==> src/rtl/uart_tx_cfg_if.sv <==
// Bus-side bundle of the configurable UART transmitter:
// FIFO write port, frame configuration, serial line and status.
interface uart_tx_cfg_if #(
  parameter int DATA_WIDTH = 9,
  parameter int FIFO_DEPTH = 16,
  parameter int DIV_WIDTH  = 16
);
  localparam int LW = $clog2(FIFO_DEPTH + 1);

  logic                  tx_en_i;
  logic                  tx_we_i;
  logic [DATA_WIDTH-1:0] din_i;
  logic [DIV_WIDTH-1:0]  baud_div_i;
  logic [3:0]            data_bits_i;
  logic [1:0]            parity_i;
  logic                  stop2_i;
  logic                  tx_o;
  logic                  full_o;
  logic                  empty_o;
  logic [LW-1:0]         level_o;
  logic                  busy_o;
  logic                  done_o;

  modport master (
    output tx_en_i, tx_we_i, din_i, baud_div_i,
    output data_bits_i, parity_i, stop2_i,
    input  tx_o, full_o, empty_o, level_o,
    input  busy_o, done_o
  );

  modport slave (
    input  tx_en_i, tx_we_i, din_i, baud_div_i,
    input  data_bits_i, parity_i, stop2_i,
    output tx_o, full_o, empty_o, level_o,
    output busy_o, done_o
  );
endinterface

==> src/rtl/uart_tx_cfg.sv <==
// Runtime-configurable UART transmitter with a FWFT TX FIFO.
// Frame settings are latched on every pop and held for the frame.
module uart_tx_cfg #(
  parameter int DATA_WIDTH = 9,
  parameter int FIFO_DEPTH = 16,
  parameter int DIV_WIDTH  = 16
) (
  input logic          clk_i,
  input logic          rst_i,
  uart_tx_cfg_if.slave bus
);
  localparam int LW = $clog2(FIFO_DEPTH + 1);
  localparam int AW = $clog2(FIFO_DEPTH);
  localparam logic [3:0]    NMAX   = 4'(DATA_WIDTH);
  localparam logic [LW-1:0] FULL_L = LW'(FIFO_DEPTH);

  typedef enum logic [2:0] {
    IDLE, START, DATA, PARITY, STOP
  } state_e;

  state_e                state_q, state_d;
  logic [DATA_WIDTH-1:0] mem_q [FIFO_DEPTH];
  logic [AW-1:0]         wptr_q, rptr_q;
  logic [LW-1:0]         level_q;
  logic [DATA_WIDTH-1:0] shift_q, shift_d;
  logic [DIV_WIDTH-1:0]  div_q, div_d;
  logic [DIV_WIDTH-1:0]  baud_q, baud_d;
  logic [3:0]            nbits_q, nbits_d;
  logic [3:0]            bit_q, bit_d;
  logic                  par_en_q, par_en_d;
  logic                  par_bit_q, par_bit_d;
  logic                  stop2_q, stop2_d;
  logic                  stop_q, stop_d;
  logic                  tx_q, tx_d;

  logic                  full, empty;
  logic                  bit_end, last_stop;
  logic                  pop, push;
  logic [3:0]            n_in;
  logic [DATA_WIDTH-1:0] mask, head;

  assign head  = mem_q[rptr_q];
  assign full  = (level_q == FULL_L);
  assign empty = (level_q == '0);

  assign bit_end   = (baud_q == div_q - DIV_WIDTH'(1));
  assign last_stop = (state_q == STOP) && bit_end &&
                     (stop_q == stop2_q);

  assign pop  = bus.tx_en_i && !empty &&
                ((state_q == IDLE) || last_stop);
  assign push = bus.tx_we_i && (!full || pop);

  always_comb begin
    n_in = bus.data_bits_i;
    if (n_in < 4'd5) n_in = 4'd5;
    else if (n_in > NMAX) n_in = NMAX;
  end

  // Parity only covers the bits that actually go on the wire.
  always_comb begin
    mask = '0;
    for (int i = 0; i < DATA_WIDTH; i++)
      mask[i] = (i < int'(n_in));
  end

  always_ff @(posedge clk_i) begin
    if (push) mem_q[wptr_q] <= bus.din_i;
  end

  always_ff @(posedge clk_i or posedge rst_i) begin
    if (rst_i) begin
      wptr_q  <= '0;
      rptr_q  <= '0;
      level_q <= '0;
    end else begin
      if (push) wptr_q <= wptr_q + AW'(1);
      if (pop)  rptr_q <= rptr_q + AW'(1);
      unique case ({push, pop})
        2'b10:   level_q <= level_q + LW'(1);
        2'b01:   level_q <= level_q - LW'(1);
        default: level_q <= level_q;
      endcase
    end
  end

  always_comb begin
    state_d   = state_q;
    shift_d   = shift_q;
    div_d     = div_q;
    baud_d    = baud_q;
    nbits_d   = nbits_q;
    bit_d     = bit_q;
    par_en_d  = par_en_q;
    par_bit_d = par_bit_q;
    stop2_d   = stop2_q;
    stop_d    = stop_q;

    if (state_q != IDLE)
      baud_d = bit_end ? '0 : baud_q + DIV_WIDTH'(1);

    unique case (state_q)
      IDLE: ;
      START: begin
        if (bit_end) begin
          state_d = DATA;
          bit_d   = '0;
        end
      end
      DATA: begin
        if (bit_end) begin
          shift_d = shift_q >> 1;
          if (bit_q == nbits_q - 4'd1) begin
            state_d = par_en_q ? PARITY : STOP;
            stop_d  = 1'b0;
          end else begin
            bit_d = bit_q + 4'd1;
          end
        end
      end
      PARITY: begin
        if (bit_end) begin
          state_d = STOP;
          stop_d  = 1'b0;
        end
      end
      STOP: begin
        if (bit_end) begin
          if (stop_q == stop2_q) state_d = IDLE;
          else stop_d = 1'b1;
        end
      end
      default: state_d = IDLE;
    endcase

    // A pop overrides the end-of-frame return to IDLE.
    if (pop) begin
      state_d   = START;
      shift_d   = head;
      nbits_d   = n_in;
      par_en_d  = (bus.parity_i == 2'b01) ||
                  (bus.parity_i == 2'b10);
      par_bit_d = (^(head & mask)) ^
                  (bus.parity_i == 2'b10);
      stop2_d   = bus.stop2_i;
      div_d     = (bus.baud_div_i == '0) ?
                  DIV_WIDTH'(1) : bus.baud_div_i;
      baud_d    = '0;
    end

    unique case (state_d)
      START:   tx_d = 1'b0;
      DATA:    tx_d = shift_d[0];
      PARITY:  tx_d = par_bit_d;
      default: tx_d = 1'b1;
    endcase
  end

  always_ff @(posedge clk_i or posedge rst_i) begin
    if (rst_i) begin
      state_q   <= IDLE;
      shift_q   <= '0;
      div_q     <= DIV_WIDTH'(1);
      baud_q    <= '0;
      nbits_q   <= '0;
      bit_q     <= '0;
      par_en_q  <= 1'b0;
      par_bit_q <= 1'b0;
      stop2_q   <= 1'b0;
      stop_q    <= 1'b0;
      tx_q      <= 1'b1;
    end else begin
      state_q   <= state_d;
      shift_q   <= shift_d;
      div_q     <= div_d;
      baud_q    <= baud_d;
      nbits_q   <= nbits_d;
      bit_q     <= bit_d;
      par_en_q  <= par_en_d;
      par_bit_q <= par_bit_d;
      stop2_q   <= stop2_d;
      stop_q    <= stop_d;
      tx_q      <= tx_d;
    end
  end

  assign bus.tx_o    = tx_q;
  assign bus.full_o  = full;
  assign bus.empty_o = empty;
  assign bus.level_o = level_q;
  assign bus.busy_o  = (state_q != IDLE);
  assign bus.done_o  = last_stop;
endmodule

==> src/flat_wrapper.sv <==
// flat-port wrapper written by rule: the top's interface ports become plain ports
module uart_tx_cfg_flat 
#(
  parameter int DATA_WIDTH = 9,
  parameter int FIFO_DEPTH = 16,
  parameter int DIV_WIDTH  = 16
)
  (clk_i, rst_i, bus_tx_en_i, bus_tx_we_i, bus_din_i, bus_baud_div_i, bus_data_bits_i, bus_parity_i, bus_stop2_i, bus_tx_o, bus_full_o, bus_empty_o, bus_level_o, bus_busy_o, bus_done_o);
  uart_tx_cfg_if #(.DATA_WIDTH(DATA_WIDTH), .FIFO_DEPTH(FIFO_DEPTH), .DIV_WIDTH(DIV_WIDTH)) bus_i ();
  input logic clk_i;
  input logic rst_i;
  input wire logic [$bits(bus_i.tx_en_i)-1:0] bus_tx_en_i;
  input wire logic [$bits(bus_i.tx_we_i)-1:0] bus_tx_we_i;
  input wire logic [$bits(bus_i.din_i)-1:0] bus_din_i;
  input wire logic [$bits(bus_i.baud_div_i)-1:0] bus_baud_div_i;
  input wire logic [$bits(bus_i.data_bits_i)-1:0] bus_data_bits_i;
  input wire logic [$bits(bus_i.parity_i)-1:0] bus_parity_i;
  input wire logic [$bits(bus_i.stop2_i)-1:0] bus_stop2_i;
  output wire logic [$bits(bus_i.tx_o)-1:0] bus_tx_o;
  output wire logic [$bits(bus_i.full_o)-1:0] bus_full_o;
  output wire logic [$bits(bus_i.empty_o)-1:0] bus_empty_o;
  output wire logic [$bits(bus_i.level_o)-1:0] bus_level_o;
  output wire logic [$bits(bus_i.busy_o)-1:0] bus_busy_o;
  output wire logic [$bits(bus_i.done_o)-1:0] bus_done_o;
  assign bus_i.tx_en_i = bus_tx_en_i;
  assign bus_i.tx_we_i = bus_tx_we_i;
  assign bus_i.din_i = bus_din_i;
  assign bus_i.baud_div_i = bus_baud_div_i;
  assign bus_i.data_bits_i = bus_data_bits_i;
  assign bus_i.parity_i = bus_parity_i;
  assign bus_i.stop2_i = bus_stop2_i;
  assign bus_tx_o = bus_i.tx_o;
  assign bus_full_o = bus_i.full_o;
  assign bus_empty_o = bus_i.empty_o;
  assign bus_level_o = bus_i.level_o;
  assign bus_busy_o = bus_i.busy_o;
  assign bus_done_o = bus_i.done_o;
  uart_tx_cfg #(.DATA_WIDTH(DATA_WIDTH), .FIFO_DEPTH(FIFO_DEPTH), .DIV_WIDTH(DIV_WIDTH)) u_core (.clk_i(clk_i), .rst_i(rst_i), .bus(bus_i));
endmodule
==> config.mk <==
export PLATFORM = sky130hd
export DESIGN_NAME = uart_tx_cfg_flat
export DESIGN_NICKNAME = d
export VERILOG_FILES = /design/src/rtl/uart_tx_cfg_if.sv /design/src/rtl/uart_tx_cfg.sv /design/src/flat_wrapper.sv
export SDC_FILE = /design/constraint.sdc
export NUM_CORES = 1
export LEC_CHECK = 0
export ABC_AREA = 1
export CAP_MARGIN = 15
export CORE_MARGIN = 2
export CORE_UTILIZATION = 31
export CTS_CLUSTER_SIZE = 30
export DETAILED_ROUTE_END_ITERATION = 8
export HOLD_SLACK_MARGIN = 0.03
export SLEW_MARGIN = 20
export SYNTH_ARGS = -nofsm -noshare
export SYNTH_HDL_FRONTEND = slang
export SYNTH_SLANG_ARGS = --single-unit
==> constraint.sdc <==
create_clock -name clk_i -period 7 [get_ports clk_i]
set_input_delay 1.05 -clock clk_i [delete_from_list [all_inputs] [get_ports clk_i]]
set_output_delay 1.05 -clock clk_i [all_outputs]
set_load 0.03 [all_outputs]
* Word-level counts from Yosys, hierarchy flattened
Memories as Yosys holds them, arrays and structs flattened.
Cells that the tools add are included.
** Word-level totals
- Register bits after elaboration :: 70
- RAM bits :: 144
- Input port bits :: 36
- Output and inout bits :: 10
- Logic and storage cells :: 116
- Memories kept :: 1
** Operators by class
- Add/sub/neg operators :: 8
- Order comparisons :: 11
- Equality and inequality tests :: 22
- Multiplexer cells :: 33
- Bitwise gates (word level) :: 2
- Reduce and logical (&&, ||, !) cells :: 24
** Memories
- u_core.mem_q :: words 16, bits a word 9, read ports 1, clocked after memory_dff 0, write ports 1, line uart_tx_cfg.sv:22 : logic [DATA_WIDTH-1:0] mem_q [FIFO_DEPTH];
** Operators by type and width (count)
- two-way mux 16 bit :: 4
- two-way mux 9 bit :: 3
- two-way mux 3 bit :: 8
- two-way mux 4 bit :: 5
- adder 16 x 1 -> 16 bit (second input constant) :: 1
- equality test 16 bit :: 1
- logical NOT 16 bit :: 1
- less-than comparator 3 x 4 -> 1 bit (first input constant) :: 4
- subtractor 16 x 1 -> 16 bit (second input constant) :: 1
- case mux 3 bit (5 select lines) :: 1
- adder 4 x 1 -> 4 bit (second input constant) :: 3
- equality test 3 x 2 -> 1 bit (second input constant) :: 4
- inequality test 2 x 1 -> 1 bit (second input constant) :: 5
- case mux 5 bit (2 select lines) :: 1
- nonzero test 2 bit :: 5
- AND 9 bit :: 1
- parity 9 bit :: 1
- less-than comparator 1 x 4 -> 1 bit (first input constant) :: 2
- less-than comparator 2 x 4 -> 1 bit (first input constant) :: 2
- two-way mux 1 bit :: 8
- case mux 4 bit (2 select lines) :: 1
- equality test 3 x 1 -> 1 bit (second input constant) :: 2
- case mux 1 bit (3 select lines) :: 2
- AND reduction 6 bit :: 1
- 22 further kinds :: 33

* Longest topological paths before layout
Gate-level depths: netlist of the first run.
- Depth in word-level cells :: 10
- Gate-level depth with buffers :: 24
- Mapped depth without buffers :: 24

* Worst setup path before layout of the first run
No wires, ideal clock.
- Path kind :: register -> register
- From :: reg u_core.div_q[0]
- To :: reg u_core.level_q[4] (netlist: u_core.bus.level_o[4])
- Library setup time :: 0.113 ns
- Arrival :: 3.039 ns
- Required time :: 6.887 ns
- Path slack :: 3.848 ns
- Cell stages (with the launch flop) :: 21
- Path buffers :: 0
- Clock period less this slack :: 3.152 ns
- Cell sequence :: dfstp_2 inv_2 ha_1 nand3_2 nor2_2 or2_0 a21oi_1 nand3_1 nor2_4 nand3_2 nand2_1 nand3_1 inv_1 ha_1 a21o_1 a31oi_1 inv_1 nand4_1 nand3_1 nand2_1 inv_1
** Between the ends
- Longest elaborated chain between the ends :: 10
- Elaborated cells between the ends (all ways) :: 12
- Those cells by class :: 1 x add/sub; 3 x eq/ne; 1 x mux; 7 x reduce/logical
** Ends and longest elaborated chain
- start: declaration :: line uart_tx_cfg.sv:26 : logic [DIV_WIDTH-1:0] div_q, div_d;
- start signal: assignment :: line uart_tx_cfg.sv:175 : div_q <= div_d;
- subtractor 16 x 1 -> 16 bit (*) :: line uart_tx_cfg.sv:46 : assign bit_end = (baud_q == div_q - DIV_WIDTH'(1));
- equality test 16 bit (*) :: line uart_tx_cfg.sv:46
- logical AND 1 bit (*) (2 in series) :: line uart_tx_cfg.sv:47 : assign last_stop = (state_q == STOP) && bit_end &&
- logical OR 1 bit (*) :: line uart_tx_cfg.sv:51 : ((state_q == IDLE) || last_stop);
- logical AND 1 bit (*) :: line uart_tx_cfg.sv:50 : assign pop = bus.tx_en_i && !empty &&
- logical OR 1 bit :: line uart_tx_cfg.sv:52 : assign push = bus.tx_we_i && (!full || pop);
- logical AND 1 bit :: line uart_tx_cfg.sv:52
- equality test 2 x 1 -> 1 bit / equality test 2 bit (equally long branches) :: line uart_tx_cfg.sv:79 : unique case ({push, pop})
- case mux 5 bit (2 select lines) / nonzero test 2 bit (equally long branches)
- end signal: assignment :: line uart_tx_cfg.sv:80 : 2'b10: level_q <= level_q + LW'(1);
- end signal: assignment :: line uart_tx_cfg.sv:81 : 2'b01: level_q <= level_q - LW'(1);
- end signal: assignment :: line uart_tx_cfg.sv:82 : default: level_q <= level_q;
- end: declaration :: line uart_tx_cfg.sv:24 : logic [LW-1:0] level_q;
Mark *: on every way between the ends. The rest lies on a longest branch, timed or not.
A chain may end at the register's enable or synchronous reset.

* Worst setup path in the final report of the first run
- From :: reg u_core.div_q[0]
- To :: out bus_done_o
** Between the ends
- Longest elaborated chain between the ends :: 4
** Ends and longest elaborated chain
- subtractor 16 x 1 -> 16 bit :: line uart_tx_cfg.sv:46
- equality test 16 bit :: line uart_tx_cfg.sv:46
- logical AND 1 bit (2 in series) :: line uart_tx_cfg.sv:47
- end: declaration :: line flat_wrapper.sv:24 : output wire logic [$bits(bus_i.done_o)-1:0] bus_done_o;
No other way between the ends.

==> flow_summary.toml, run 1 <==
[run]
drv_cap = 0

[synthesis]
syn_area_um2 = 10400
synth.most_common_cell = "nand2_1"
synthCells = 1119
synth_warnings = 0
synthMuxAreaShare_pct = 0.0965
synth_top_family_by_area = "simple AND/OR/NAND/NOR gates"
synth_edf_count = 144
ys_ff_latch = 214
synth-seq-area-share_pct = 58.6
synth_area_leaders = "edfxtp_1 (42%), dfrtp_1 (16%), nand2_1 (10%), inv_1 (4.1%), nor2_1 (4.1%)"
synthSimpleGateAreaFrac_pct = 21.5
netlist.area_leader.share_pct = 41.7
async_flop_share_pct = 32.7
synth.distinct_cells = 43
synth_area_per_cell_um2 = 9.27
synth_area_leader_cell = "edfxtp_1"
synth-compound-area-share_pct = 8.91
synthFlopType = "edfxtp_1"
synth_xor_area_share_pct = 3.38
synth_common_cells = "nand2_1 (290), edfxtp_1 (144), inv_1 (114), nor2_1 (114), o21ai_0 (85)"
synthAdderAreaFrac_pct = 1.76
synth_nets = 1169

[route]
drt_wl_total_um = 25000
vias_per_cell = 4.72
drt_pass1_iterations = 5
drc = 0
ant_nets = 0
routedWlPerCell_um = 15.4
drt-initial-drc-count = 560
vias = 7668

[grt]
grt_usage_pct = 14.2
antenna_found_initial = 0
grt_pass1_vias = 7438
grt_start_max_net_pins = 81
grt.overflow.total = 0
grt_pass1_wl_um = 39600

[timing]
post-route-min-period_ns = 4.32
finalSetupTns_ns = 0
skew_ns = 0.0205
fin_crit_sh_pct = 61.7
rsz0062_at_grt = "false"
report.final.slew_viol_count = 0
setup_viol = 0
fmax_mhz = 231
slew_headroom_pct = 30.6
hold_violations = 0
tightest_slew_ns = 1.04
whs_ns = 0.503
setup_ws_ns = 2.68

[min_path]
min_path_type = "reg2reg"

[worst_setup_path]
critPathTopFamily = "simple AND/OR/NAND/NOR gates"
cpPeakStageDelay_ns = 0.67
worstPathArrival_ns = 3.27
worstPathCellList = "inv_2, ha_1, nand3_2, nor2_2, or2_0, a21oi_1, nand3_1, nor2_4, nand3_2, inv_1, clkdlybuf4s50_1"
critPathBufInv = 3
crit_type = "reg2out"
crit_top_cell = "nand3_2"
crit_path_end_kind = "output port"
crit_slowest_cell = "clkdlybuf4s50_1"
critPathLaunchType = "flip-flop"
cp_max_fo = 9
required_ns = 5.95

[die]
coreArea_um2 = 32800
start_util_pct = 31.6
num_rows = 66
fp.dieW_um = 187
ios = 46
dieArea_um2 = 34900
fp.dieH_um = 187

[run_status]
status = "finished, final reports clean"

[clock_network]
cts_sinks = 214
cts_setup_buffers = 0
clk_latency_ns = 0.53
cts_buffer_depth = 3
cts_buffers = 24
cts_tree = "yes"
htree_levels = 1
cts_hold_buf = 0
cts_resized = 0
clkTransAtPathRegs_ns = 0.06
clockRootBuffer = "clkbuf_16"

[placed_design]
place_area_um2 = 11300
dp.cells = 1579
gp_congestion = 0.883
portBuffers = 45
pre_cts_ws_ns = 2.75
hpwl_um = 17000

[final_layout]
final_area_um2 = 12000
syn2layout_area_growth_pct = 15.9
multiInputGateArea_um2 = 3710
ff_latch_area_um2 = 6080
post_route_cells_drive_above_1_share_pct = 6.35
instances_no_fill = 1623
finalNetCount = 1213
fillers = 3290
n_antenna_cell = 0

[power_and_ir_drop]
leakage_nw = 4.89
ir_drop_mv = 0.211
power.density_nw_per_um2 = 408
-- stage by stage --
stage	util (%)	total power, mW
2_1_floorplan	-	3.20
3_5_place_dp	34.4	3.76
3_3_place_gp	34.4	3.74
6_report	36.7	4.91
4_1_cts	36.7	4.94
5_1_grt	36.7	5.29
-- final timing paths --
kind                            startpoint               endpoint  slack, ns  depth (start not counted)
max                        u_core.div_q[0]             bus_done_o       2.68                         11
max in group asynchronous            rst_i       u_core.rptr_q[0]       5.20                          3
min reg2reg                 u_core.stop2_q         u_core.stop2_q       0.50                          2
min                         u_core.stop2_q         u_core.stop2_q       0.50                          2
min in group asynchronous            rst_i  u_core.bus.level_o[0]       1.14                          3
max reg2reg                u_core.div_q[0]    u_core.mem_q[10][0]       2.76                         14
-- worst reg2reg max path, cell delays in order (launching register included) --
cell	delay (ns)
dfstp_2	0.55
inv_2	0.06
ha_1	0.23
nand3_2	0.16
nor2_2	0.09
or2_0	0.23
a21oi_1	0.14
nand3_1	0.14
nor2_4	0.24
nand3_2	0.15
nand2_1	0.14
nand2_2	0.39
a21oi_4	0.50
nand2_2	0.19
nor2_1	0.66
-- state kept, by name, indices dropped and copies added, names as in the netlist, 3 cells and up --
signal / cells
u_core.bit_q: 4
u_core.nbits_q: 4
u_core.rptr_q: 4
u_core.bus.level_o: 5
u_core.shift_q: 9
u_core.div_q: 16
u_core.state_q: 3
u_core.wptr_q: 4
u_core.mem_q: 144
u_core.baud_q: 16
-- cell usage in the layout (no fill, tap or decap), types with 27 or more instances in the layout --
master           Yosys  routed
a21oi_1             48      47
clkdlybuf4s50_1      0      45
dfrtp_1             68      67
edfxtp_1           144     144
inv_1              114     113
nand2_1            290     290
nand3_1             62      62
nor2_1             114     114
o21ai_0             85      85
xor2_1              27      27
-- per-layer routing --
metal  share of wire, %  vias up  track usage (%)
met4                2.4        0             4.09
li1                   -     3811                -
met5                  0        -                0
met2                 45      179             22.9
met1                 47     3629             19.4
met3                5.2       49             2.65
-- layout make-up --
class | instances | share of cell area [%]
Clock buffer | 33 | 5.52
Clock inverter | 11 | 0.583
Inverter | 125 | 3.90
Multi-Input combinational cell | 749 | 30.8
Sequential cell | 214 | 50.6
Tap cell | 442 | 4.60
Timing Repair Buffer | 49 | 4.00
-- power by group --
part	leakage [nW]	switching, mW	internal (mW)
registers	2.17	0.172	1.59
clock network	0.362	0.501	0.666
logic	2.36	1.34	0.637
-- logic make-up (layout without fill, tap and decap cells) --
group                    after synthesis  after routing
multiplexers                           1              1
XOR/XNOR                              40             40
AO/OA/AOI/OAI                        167            167
flip-flops                           214            214
AND/OR/NAND/NOR                      527            527
buffers and inverters                156            218
adder cells (fa/ha/maj)               14             14
Note: power is estimated with default switching activity, not from simulation.
==> run 2, diff against run 1 <==
clock period = 4.5 ns   (was 7 ns; I/O delays follow)
==> run 2 against run 1 <==
  * Sequential share of layout area decreased by 0.79 points
  * Clock skew decreased by 0.0070 ns
  * Worst hold slack improved by 0.0050 ns
  * Register-to-register slack got worse by 1.9 ns
  * Global-route usage increased by 0.43 points
  * Cell area increased by 1.6%
  * Non-clock buffer count increased by 21
  * Via count increased by 0.70%
  * Critical path depth increased by 2
  * Critical path type unchanged
  * Critical endpoint unchanged
  * Largest cell class unchanged
==> flow_summary.toml, run 2 (synthesis results as in run 1) <==
[final_layout]
top_register = "u_core.mem_q"
top_regs = "u_core.mem_q (144), u_core.baud_q (16), u_core.div_q (16)"
final_cell_mix = "nand2_1 (290), edfxtp_1 (144), nor2_1 (114)"
instances_no_fill = 1643
mostFrequentLayoutCell = "nand2_1"
syn2layout_area_growth_pct = 17.7
fin_util_pct = 37.3
largest_reg_flops = 144
finalNetCount = 1235
post_route_cells_drive_above_1_share_pct = 7.74
n_antenna_cell = 0

[worst_setup_path]
reg2reg_depth = 16
cp_max_fo = 9
cpPeakStageDelay_ns = 0.67
critPathLaunchType = "flip-flop"
ff2ff_setup_slack_ns = 0.86
required_ns = 3.83
crit_path_end_kind = "output port"
worstPathCellList = "inv_1, ha_1, nand3_2, nor2_2, nand3_1, nand2_1, nand2_1, nor2_1, nand3_1, nor2_4, nand3_2, inv_1, clkdlybuf4s50_1"
reg2reg_from = "u_core.div_q[1]"
r2r_end = "u_core.mem_q[1][4]"
crit_slowest_cell = "clkdlybuf4s50_1"
crit_type = "reg2out"
worstPathArrival_ns = 3.32

[clock_network]
cts_buffers = 25
cts_hold_buf = 0
htree_levels = 1
cts_setup_buffers = 0
cts_sinks = 214
clockRootBuffer = "clkbuf_16"
cts_buffer_depth = 3
cts_resized = 0
clk_latency_ns = 0.54
cts_tree = "yes"
clkTransAtPathRegs_ns = 0.05

[grt]
met3_usage_pct = 2.74
gr-usage-met1_pct = 20.0
grt_pass1_wl_um = 41100
grt_usage_pct = 14.6
grt_pass1_vias = 7693
grt.overflow.total = 0
antenna_found_initial = 0
grt_start_max_net_pins = 80
top_usage_layer = "met2"
grt_util_met2_pct = 23.6

[timing]
skew_ns = 0.0135
report.final.slew_viol_count = 0
setup_viol = 0
fin_crit_sh_pct = 88.9
post-route-min-period_ns = 4.00
whs_ns = 0.508
hold_violations = 0
slew_headroom_pct = 43.8
finalSetupTns_ns = 0
fmax_mhz = 250
tightest_slew_ns = 0.842
rsz0062_at_grt = "false"

[placed_design]
hpwl_um = 17200
gp_congestion = 0.858
portBuffers = 45
dp.cells = 1600

[power_and_ir_drop]
ir_drop_mv = 0.278
leakage_nw = 5.01
power.density_nw_per_um2 = 636

[route]
vias = 7722
drt_wl_total_um = 25300
drt-initial-drc-count = 644
ant_nets = 0
drc = 0
routedWlPerCell_um = 15.4
vias_per_cell = 4.70
drt_pass1_iterations = 5

[min_path]
min-delay-start = "u_core.stop_q"
min_path_cells = 2
holdPathEnd = "u_core.stop_q"
min_path_type = "reg2reg"

[die]
num_rows = 66
fp.dieW_um = 187
coreArea_um2 = 32800
fp.dieH_um = 187
dieArea_um2 = 34900
start_util_pct = 31.6
ios = 46

[run_status]
status = "finished, final reports clean"

[run]
drv_cap = 0
[run 2: final cells by class]
| class | count | area [µm²] |
|---|---|---|
| fillers | 3282 | 20600 |
| flip-flops and latches | 214 | 6080 |
| multi-input cells | 749 | 3710 |
| clock buffers | 35 | 673 |
| repair buffers | 70 | 651 |
| well taps | 442 | 553 |
| inverters | 125 | 469 |
| clock inverters | 8 | 81.3 |
[run 2: layer usage]
layer | wire, µm | vias up | part of all wire, %
met2 | 11800 | 181 | 47
li1 | - | 3853 | -
met3 | 1490 | 43 | 5.9
met4 | 522 | 0 | 2.1
met1 | 11500 | 3645 | 45
met5 | 0 | - | 0
[run 2: worst max-delay path by stage]
stage	from	endpoint	slack, ns
after floorplan	u_core.div_q[0]	u_core.bus.level_o[4]	1.35
after global placement	u_core.div_q[0]	u_core.mem_q[1][2]	0.96
after detailed placement	u_core.div_q[0]	u_core.mem_q[1][1]	0.89
after CTS	u_core.div_q[0]	bus_done_o	0.50
after global routing	u_core.div_q[1]	bus_done_o	0.27
final	u_core.div_q[1]	bus_done_o	0.50
[run 2: through the flow]
| step | power [mW] | worst slack (ns) | area [µm²] |
|---|---|---|---|
| 2_1_floorplan | 4.98 | 1.35 | 10400 |
| 3_3_place_gp | 5.88 | 0.958 | 11500 |
| 3_5_place_dp | 5.91 | 0.887 | 11500 |
| 4_1_cts | 7.83 | 0.499 | 12200 |
| 5_1_grt | 8.40 | 0.270 | 12200 |
| 6_report | 7.77 | 0.501 | 12200 |
[run 2: worst max-delay path: cells and delay by family, from the launching register on]
kind / cells / cell delay (ns)
fa+ha+maj: 1 / 0.19
buf+inv: 3 / 0.86
flops: 1 / 0.39
simple gates: 9 / 1.33
[run 2: power breakdown]
group | internal, mW | switching (mW) | total [mW]
registers | 2.47 | 0.276 | 2.75
logic | 1.04 | 2.09 | 3.13
clock network | 1.10 | 0.791 | 1.89
==> run 3, diff against run 2 <==
CORE_ASPECT_RATIO = 0.7   (was default)
==> run 3 against run 2 <==
  * Critical path depth decreased by 2
  * Fmax about the same
  * Register-to-register slack improved by 0.08 ns
  * Cell area shrank 0.10%
  * Utilization decreased by 0.52 points
  * Sequential share of layout area rose by 0.051 points
  * Via count grew 1.0%
  * Non-clock buffer count is 1 higher
  * Clock power about the same
  * Clock skew down 0.0046 ns
  * Largest cell class unchanged
  * Largest power group unchanged
==> flow_summary.toml, run 3 (synthesis results as in run 1) <==
[die]
fp.dieW_um = 223
start_util_pct = 31.2
dieArea_um2 = 35000
num_rows = 56
ios = 46
fp.dieH_um = 157
coreArea_um2 = 33200

[grt]
met3_usage_pct = 2.59
grt.overflow.total = 0
grt_start_max_net_pins = 80
gr-usage-met1_pct = 22.9
top_usage_layer = "met1"
grt_pass1_wl_um = 40900
grt_util_met2_pct = 21.6
grt_pass1_vias = 7286
grt_usage_pct = 15.0
antenna_found_initial = 0

[worst_setup_path]
crit_path_end_kind = "output port"
crit_type = "reg2out"
cp_max_fo = 9
startpoint = "u_core.div_q[0]"
required_ns = 3.83
crit_top_cell = "nand3_2"
critPathLaunchType = "flip-flop"
reg2reg_depth = 20
cpPeakStageDelay_ns = 0.67
crit_slowest_cell = "clkdlybuf4s50_1"
worstPathCellList = "inv_2, ha_1, nand3_2, nor2_2, or2_0, a21oi_1, nand3_1, nor2_4, nand3_2, inv_1, clkdlybuf4s50_1"
ff2ff_setup_slack_ns = 0.94
reg2reg_from = "u_core.div_q[0]"
worstPathArrival_ns = 3.33
r2r_end = "u_core.bus.level_o[4]"

[final_layout]
top_register = "u_core.mem_q"
post_route_cells_drive_above_1_share_pct = 8.00
final_cell_mix = "nand2_1 (290), edfxtp_1 (144), nor2_1 (114)"
mostFrequentLayoutCell = "nand2_1"
syn2layout_area_growth_pct = 17.6
largest_reg_flops = 144
instances_no_fill = 1636
top_regs = "u_core.mem_q (144), u_core.baud_q (16), u_core.div_q (16)"
finalNetCount = 1234

[clock_network]
cts_hold_buf = 0
cts_setup_buffers = 0
cts_tree = "yes"
htree_levels = 1
cts_sinks = 214
clk_latency_ns = 0.51
clockRootBuffer = "clkbuf_16"
cts_buffers = 23
cts_buffer_depth = 3
clkTransAtPathRegs_ns = 0.06
cts_resized = 0

[timing]
setup_viol = 0
rsz0062_at_grt = "false"
skew_ns = 0.00895
tightest_slew_ns = 0.806
hold_violations = 0
fmax_mhz = 250
slew_headroom_pct = 46.3
finalSetupTns_ns = 0
fin_crit_sh_pct = 88.9
post-route-min-period_ns = 4.00
report.final.slew_viol_count = 0

[run]
drv_cap = 0

[placed_design]
hpwl_um = 18100
gp_congestion = 0.855
portBuffers = 45
dp.cells = 1594

[route]
drc = 0
routedWlPerCell_um = 15.9
vias = 7801
drt_wl_total_um = 26000
drt-initial-drc-count = 625
drt_pass1_iterations = 5
vias_per_cell = 4.77
ant_nets = 0

[power_and_ir_drop]
power.density_nw_per_um2 = 640
power_mw = 7.81
leakage_nw = 5.01
ir_drop_mv = 0.282

[min_path]
min_path_cells = 2
min-delay-start = "u_core.stop_q"
holdPathEnd = "u_core.stop_q"
min_path_type = "reg2reg"

[run_status]
status = "finished, final reports clean"
run 3: power by group:
| part | internal, mW | leakage (nW) | switching (mW) |
|---|---|---|---|
| registers | 2.47 | 2.17 | 0.310 |
| logic | 1.04 | 2.48 | 2.10 |
| clock network | 1.12 | 0.366 | 0.770 |
run 3: critical path: cells and delay by family, from the launching register on:
family | cells | cell delay [ns]
compound gates | 1 | 0.14
fa+ha+maj | 1 | 0.23
buf+inv | 3 | 0.86
flops | 1 | 0.55
simple gates | 6 | 1.03
run 3: final cells by class:
cell class	count	area, µm²
fill	3304	21000
sequential	214	6080
multi-input combinational	749	3710
timing repair buffer	71	646
clock buffer	26	597
tap	435	544
inverter	125	470
clock inverter	15	155
antenna	1	2.50
run 3: metrics by stage:
step | instance area, µm² | util (%) | setup WS, ns | hold WS, ns
6_report | 12200 | 36.7 | 0.498 | 0.511
5_1_grt | 12200 | 36.7 | 0.325 | 0.557
4_1_cts | 12200 | 36.7 | 0.481 | 0.517
3_5_place_dp | 11400 | 34.5 | 0.967 | 0.503
3_3_place_gp | 11400 | 34.5 | 1.01 | 0.493
2_1_floorplan | 10400 | - | 1.35 | 0.469
run 3: worst max-delay path by stage:
stage / to / cells past startpoint
2_1_floorplan: u_core.bus.level_o[4] / 20
3_3_place_gp: u_core.bus.level_o[4] / 20
3_5_place_dp: u_core.bus.level_o[4] / 20
4_1_cts: bus_done_o / 11
5_1_grt: bus_done_o / 13
6_report: bus_done_o / 11
run 3: routing by layer:
metal | up-vias | share of wire, %
met3 | 40 | 6.4
li1 | 3851 | -
met1 | 3716 | 50
met5 | - | 0
met4 | 0 | 2.2
met2 | 194 | 41
